<file path="config.mk">
export PLATFORM = sky130hd
export DESIGN_NAME = ad9434_deframer
export DESIGN_NICKNAME = d
export VERILOG_FILES = /design/src/rtl/ad9434_deframer.sv
export SDC_FILE = /design/constraint.sdc
export NUM_CORES = 1
export LEC_CHECK = 0
export BUFFER_PORTS_ARGS = -buffer_cell sky130_fd_sc_hd__buf_2
export CAP_MARGIN = 20
export CORE_MARGIN = 10
export CORE_UTILIZATION = 24
export CTS_CLUSTER_DIAMETER = 200
export CTS_CLUSTER_SIZE = 28
export DETAILED_ROUTE_END_ITERATION = 8
export PLACE_DENSITY = 0.48
export RECOVER_POWER = 50
export REMOVE_ABC_BUFFERS = 1
export SLEW_MARGIN = 5
export SYNTH_ARGS = -nofsm -noshare
export SYNTH_HDL_FRONTEND = slang
export SYNTH_SLANG_ARGS = --single-unit
</file>
<file path="constraint.sdc">
create_clock -name clk -period 3.65 [get_ports clk]
set_input_delay 0.1825 -clock clk [delete_from_list [all_inputs] [get_ports clk]]
set_output_delay 0.1825 -clock clk [all_outputs]
set_load 0.01 [all_outputs]
</file>
<file path="src/rtl/ad9434_deframer.sv">
// rtl/ad9434_deframer.sv - AD9434 half-word deframer: marker lock, sample rebuild, error and peak stats
//
// Ports:
//   clk, rst_n         capture-stage clock, asynchronous active-low reset
//   en                 deframer enable; low forces SEARCH and drops any half-assembled sample
//   in_word[6:0]       captured word: [6] = marker (1 = MSB half), [5:0] = half-sample
//   err_clr            synchronous clear of err_count
//   peak_clr           synchronous clear of peak_abs
//   sample_out[11:0]   two's-complement sample, qualified by sample_valid
//   sample_valid       one-cycle strobe per rebuilt sample
//   sample_ovr         sample is at full scale (-2048 or +2047), qualifies sample_valid
//   locked             high while in LOCKED
//   err_count[15:0]    saturating count of marker mismatches seen while locked
//   peak_abs[11:0]     largest |sample| since the last clear
module ad9434_deframer #(
  parameter int unsigned LOCK_COUNT = 16,
  parameter int unsigned ERR_LIMIT  = 4
) (
  input  logic        clk,
  input  logic        rst_n,
  input  logic        en,
  input  logic [6:0]  in_word,
  input  logic        err_clr,
  input  logic        peak_clr,
  output logic [11:0] sample_out,
  output logic        sample_valid,
  output logic        sample_ovr,
  output logic        locked,
  output logic [15:0] err_count,
  output logic [11:0] peak_abs
);

  typedef enum logic {SEARCH, LOCKED} state_t;

  // Counters compare against the value just before the limit so the
  // transition lands on the edge that registers the limit-th event.
  localparam logic [7:0] LOCK_LAST = 8'(LOCK_COUNT - 1);
  localparam logic [7:0] ERR_LAST  = 8'(ERR_LIMIT - 1);

  state_t      state_q, state_d;
  logic [6:0]  r0_q;
  logic        m1_q;
  logic [7:0]  good_cnt_q, good_cnt_d;
  logic [7:0]  err_run_q, err_run_d;
  logic        have_msb_q, have_msb_d;
  logic [5:0]  msb_hold_q, msb_hold_d;
  logic [11:0] sample_q, sample_d;
  logic        valid_q, valid_d;
  logic        ovr_q, ovr_d;
  logic [15:0] err_cnt_q, err_cnt_d;
  logic [11:0] peak_q, peak_d;

  logic        match;
  logic        emit;
  logic        counted;
  logic [11:0] raw;
  logic [11:0] conv;
  logic [11:0] mag;

  assign match = r0_q[6] ^ m1_q;
  assign raw   = {msb_hold_q, r0_q[5:0]};
  assign conv  = {~raw[11], raw[10:0]};
  // Negating -2048 in 12 bits yields 0x800, which read unsigned is 2048.
  assign mag   = conv[11] ? (~conv + 12'd1) : conv;

  always_comb begin
    state_d    = state_q;
    good_cnt_d = good_cnt_q;
    err_run_d  = err_run_q;
    have_msb_d = have_msb_q;
    msb_hold_d = msb_hold_q;
    emit       = 1'b0;
    counted    = 1'b0;

    if (!en) begin
      state_d    = SEARCH;
      good_cnt_d = '0;
      err_run_d  = '0;
      have_msb_d = 1'b0;
    end else begin
      case (state_q)
        SEARCH: begin
          if (match) begin
            if (good_cnt_q == LOCK_LAST) begin
              state_d    = LOCKED;
              good_cnt_d = '0;
              err_run_d  = '0;
            end else begin
              good_cnt_d = good_cnt_q + 8'd1;
            end
          end else begin
            good_cnt_d = '0;
          end
        end
        LOCKED: begin
          if (match) begin
            err_run_d = '0;
            if (r0_q[6]) begin
              msb_hold_d = r0_q[5:0];
              have_msb_d = 1'b1;
            end else if (have_msb_q) begin
              emit       = 1'b1;
              have_msb_d = 1'b0;
            end
          end else begin
            // A broken pair is dropped rather than emitted with a stale MSB.
            counted    = 1'b1;
            have_msb_d = 1'b0;
            err_run_d  = err_run_q + 8'd1;
            if (err_run_q == ERR_LAST) begin
              state_d    = SEARCH;
              good_cnt_d = '0;
            end
          end
        end
        default: state_d = SEARCH;
      endcase
    end

    valid_d  = emit;
    ovr_d    = emit && ((raw == 12'h000) || (raw == 12'hFFF));
    sample_d = emit ? conv : sample_q;

    err_cnt_d = err_cnt_q;
    if (err_clr) begin
      err_cnt_d = counted ? 16'd1 : 16'd0;
    end else if (counted && (err_cnt_q != 16'hFFFF)) begin
      err_cnt_d = err_cnt_q + 16'd1;
    end

    peak_d = peak_q;
    if (emit) begin
      peak_d = (peak_clr || (mag > peak_q)) ? mag : peak_q;
    end else if (peak_clr) begin
      peak_d = '0;
    end
  end

  always_ff @(posedge clk or negedge rst_n) begin
    if (!rst_n) begin
      state_q    <= SEARCH;
      r0_q       <= '0;
      m1_q       <= 1'b0;
      good_cnt_q <= '0;
      err_run_q  <= '0;
      have_msb_q <= 1'b0;
      msb_hold_q <= '0;
      sample_q   <= '0;
      valid_q    <= 1'b0;
      ovr_q      <= 1'b0;
      err_cnt_q  <= '0;
      peak_q     <= '0;
    end else begin
      state_q    <= state_d;
      r0_q       <= in_word;
      m1_q       <= r0_q[6];
      good_cnt_q <= good_cnt_d;
      err_run_q  <= err_run_d;
      have_msb_q <= have_msb_d;
      msb_hold_q <= msb_hold_d;
      sample_q   <= sample_d;
      valid_q    <= valid_d;
      ovr_q      <= ovr_d;
      err_cnt_q  <= err_cnt_d;
      peak_q     <= peak_d;
    end
  end

  assign sample_out   = sample_q;
  assign sample_valid = valid_q;
  assign sample_ovr   = ovr_q;
  assign locked       = (state_q == LOCKED);
  assign err_count    = err_cnt_q;
  assign peak_abs     = peak_q;

endmodule

</file>
==> metrics.cfg <==
[run_status]
outcome=finished with violations
violations=capacitance limit, slew limit

[timing]
fin_skew_ns=0.00961
rsz0062_at_grt=false
min_period_ns=3.06
hold_viol=0
slew_violations=75
worst_slack_ns=0.591
fmax_mhz=327
worst_pin_slew_ns=1.86
slew_headroom_pct=-23.9
setup_tns_ns=0
fin_crit_sh_pct=83.8
final-setup-viol-count=0

[worst_setup_path]
path_class=reg -> reg
worst-endpoint-required_ns=3.87
worst_setup_path_end_kind=flop
worstPathArrival_ns=3.28
start_kind=flop
crit_fanout=12

[floorplanning]
dieArea_sq_um=21300
rows=46
dieHeight_um=146
coreArea_sq_um=15700
start_util_pct=24.3
fp.dieW_um=146
ioPinCount=55

[detailed_routing]
wl_per_cell_um=14.2
vias_per_cell=4.47
drtAntennaViolNets=0
wirelength_mm=9.53
drcViolationCount=0
drt-initial-drc-count=137
via_count=2994
drtPass1Iterations=4

[power]
power.total_mw=1.81
ir_drop_uv=245
power_density_nw_per_um2=389
leakagePower_nw=2.16

[global_routing]
grt_pass1_vias=3085
grt_usage_pct=9.39
gr-total-overflow=0
antenna_found_initial=0
grt_pass1_wl_mm=16.3
grt_max_degree=75

[yosys]
yosysSeqAreaShare_pct=48.5
syn_inst=388
synth_area_leaders=dfrtp_1 49%, ha_1 5.9%, nand2_1 5.9%, xor2_1 3.4%, mux2i_1 3.1%
synth_flop_cell=dfrtp_1
synth-edff-count=0
ys_types=48
synth_async_sr_flop_share_pct=100
avgSynthCellArea_sq_um=9.83
syn_area_sq_um=3810
yosysWarnings=0
yosys.area.top_type=dfrtp_1
yosys.area.top_type_share_pct=48.5
synth_seq_cells=74

[layout]
layout_common_cells=74 x dfrtp_1, 60 x nand2_1, 37 x buf_2
multi_input_area_sq_um=1820
antenna_cells=0
n_fill_cell=1671
mostFrequentLayoutCell=dfrtp_1
syn_to_final_growth_pct=22.1
drive_above_1_share_pct=15.6
nets=479
seq_area_sq_um=1850

[clocking]
root_buffer=clkbuf_16
cts_buffers=9
clkTransAtPathRegs_ns=0.06
clock_latency_ns=0.34
cts_buffer_depth=2
cts-htree-levels=3
post-cts-setup-buffers=0
clock_sinks=74
cts_tree=built
postCtsResizedCells=0

[placed_design]
preCtsSetupSlack_ns=0.598
portBuffers=54
place_hpwl_mm=6.92
gp_congestion=0.814

[flow_run]
maxCapViolCount=1

[worst_hold_path]
hp-class=in -> reg

## cell usage after synthesis (10+ instances only)
master,n
inv_1,21
mux2i_1,12
a21oi_1,16
nand3_1,12
o21ai_0,22
nand4_1,12
dfrtp_1,74
nand2_1,60
ha_1,18
xnor2_1,10
xor2_1,15
nor2_1,31
## path summary, 6_finish.rpt
path	startpoint	to	slack, ns	cells after the start
max	r0_q[2]	peak_abs[11]	0.59	9
min	en	have_msb_q	0.19	2
min reg2reg	r0_q[6]	m1_q	0.44	0
min in group asynchronous	rst_n	peak_abs[5]	0.34	1
max in group asynchronous	rst_n	msb_hold_q[3]	2.20	1
max reg2reg	r0_q[2]	peak_abs[11]	0.59	9
## critical path: stages, from the launching register on
cell and delay, ns:
dfrtp_1 0.47, nor4_1 0.29, buf_4 0.20, a31oi_1 0.10
xor2_1 0.19, ha_1 0.34, nand4_1 0.12, o2111ai_1 0.21
a41o_1 0.63, mux2_2 0.40
## flip-flops by register name, indices dropped and copies added (netlist names)
name	flops
err_count	16
err_run_q	8
good_cnt_q	8
have_msb_q	1
locked	1
m1_q	1
msb_hold_q	6
peak_abs	12
r0_q	7
sample_out	12
sample_ovr	1
sample_valid	1
## final cells by class
type	count	area share, %
clock buffers	11	5.21
flip-flops and latches	74	39.7
well taps	216	5.80
repair buffers	64	7.36
clock inverters	5	1.15
multi-input cells	279	39.0
inverters	21	1.69
## kinds of logic (layout without fill, tap and decap cells)
family / count (synthesis) / after routing / share of synthesized area, %
AND/OR/NAND/NOR: 155 / 155 / 20.4
flip-flops: 74 / 74 / 48.5
AO/OA/AOI/OAI: 62 / 62 / 10.5
buffers and inverters: 35 / 101 / 3.77
XOR/XNOR: 25 / 25 / 5.74
multiplexers: 19 / 19 / 5.22
adder cells (fa/ha/maj): 18 / 18 / 5.90
## power by group
part	internal (mW)	switching, mW	leakage, nW	total [mW]
Combinational	0.0306	0.0548	0.994	0.0854
Sequential	0.827	0.00783	1.01	0.835
Clock	0.545	0.345	0.149	0.891
## per-layer routing
| metal | routed length (um) | global-route usage [%] | vias up |
|---|---|---|---|
| li1 | - | - | 1482 |
| met3 | 477 | 3.68 | 16 |
| met4 | 203 | 4.05 | 0 |
| met2 | 4320 | 14.4 | 48 |
| met1 | 4530 | 11.5 | 1448 |
| met5 | 0 | 0 | - |
## stage by stage
step	utilization [%]	cell area, sq um	cells	hold WS (ns)
global route	29.7	4660	670	0.192
global placement	27.5	4320	647	0.295
finish	29.7	4660	670	0.195
floorplan	-	3750	374	-0.113
detailed placement	27.5	4320	647	0.294
CTS	29.8	4680	670	0.0296
## repair_timing
item	CTS	global route
hold endpoints to repair	7	0
setup endpoints to repair	0	0
hold buffers	7	0
No activity file was read; power rests on OpenSTA's default activity.
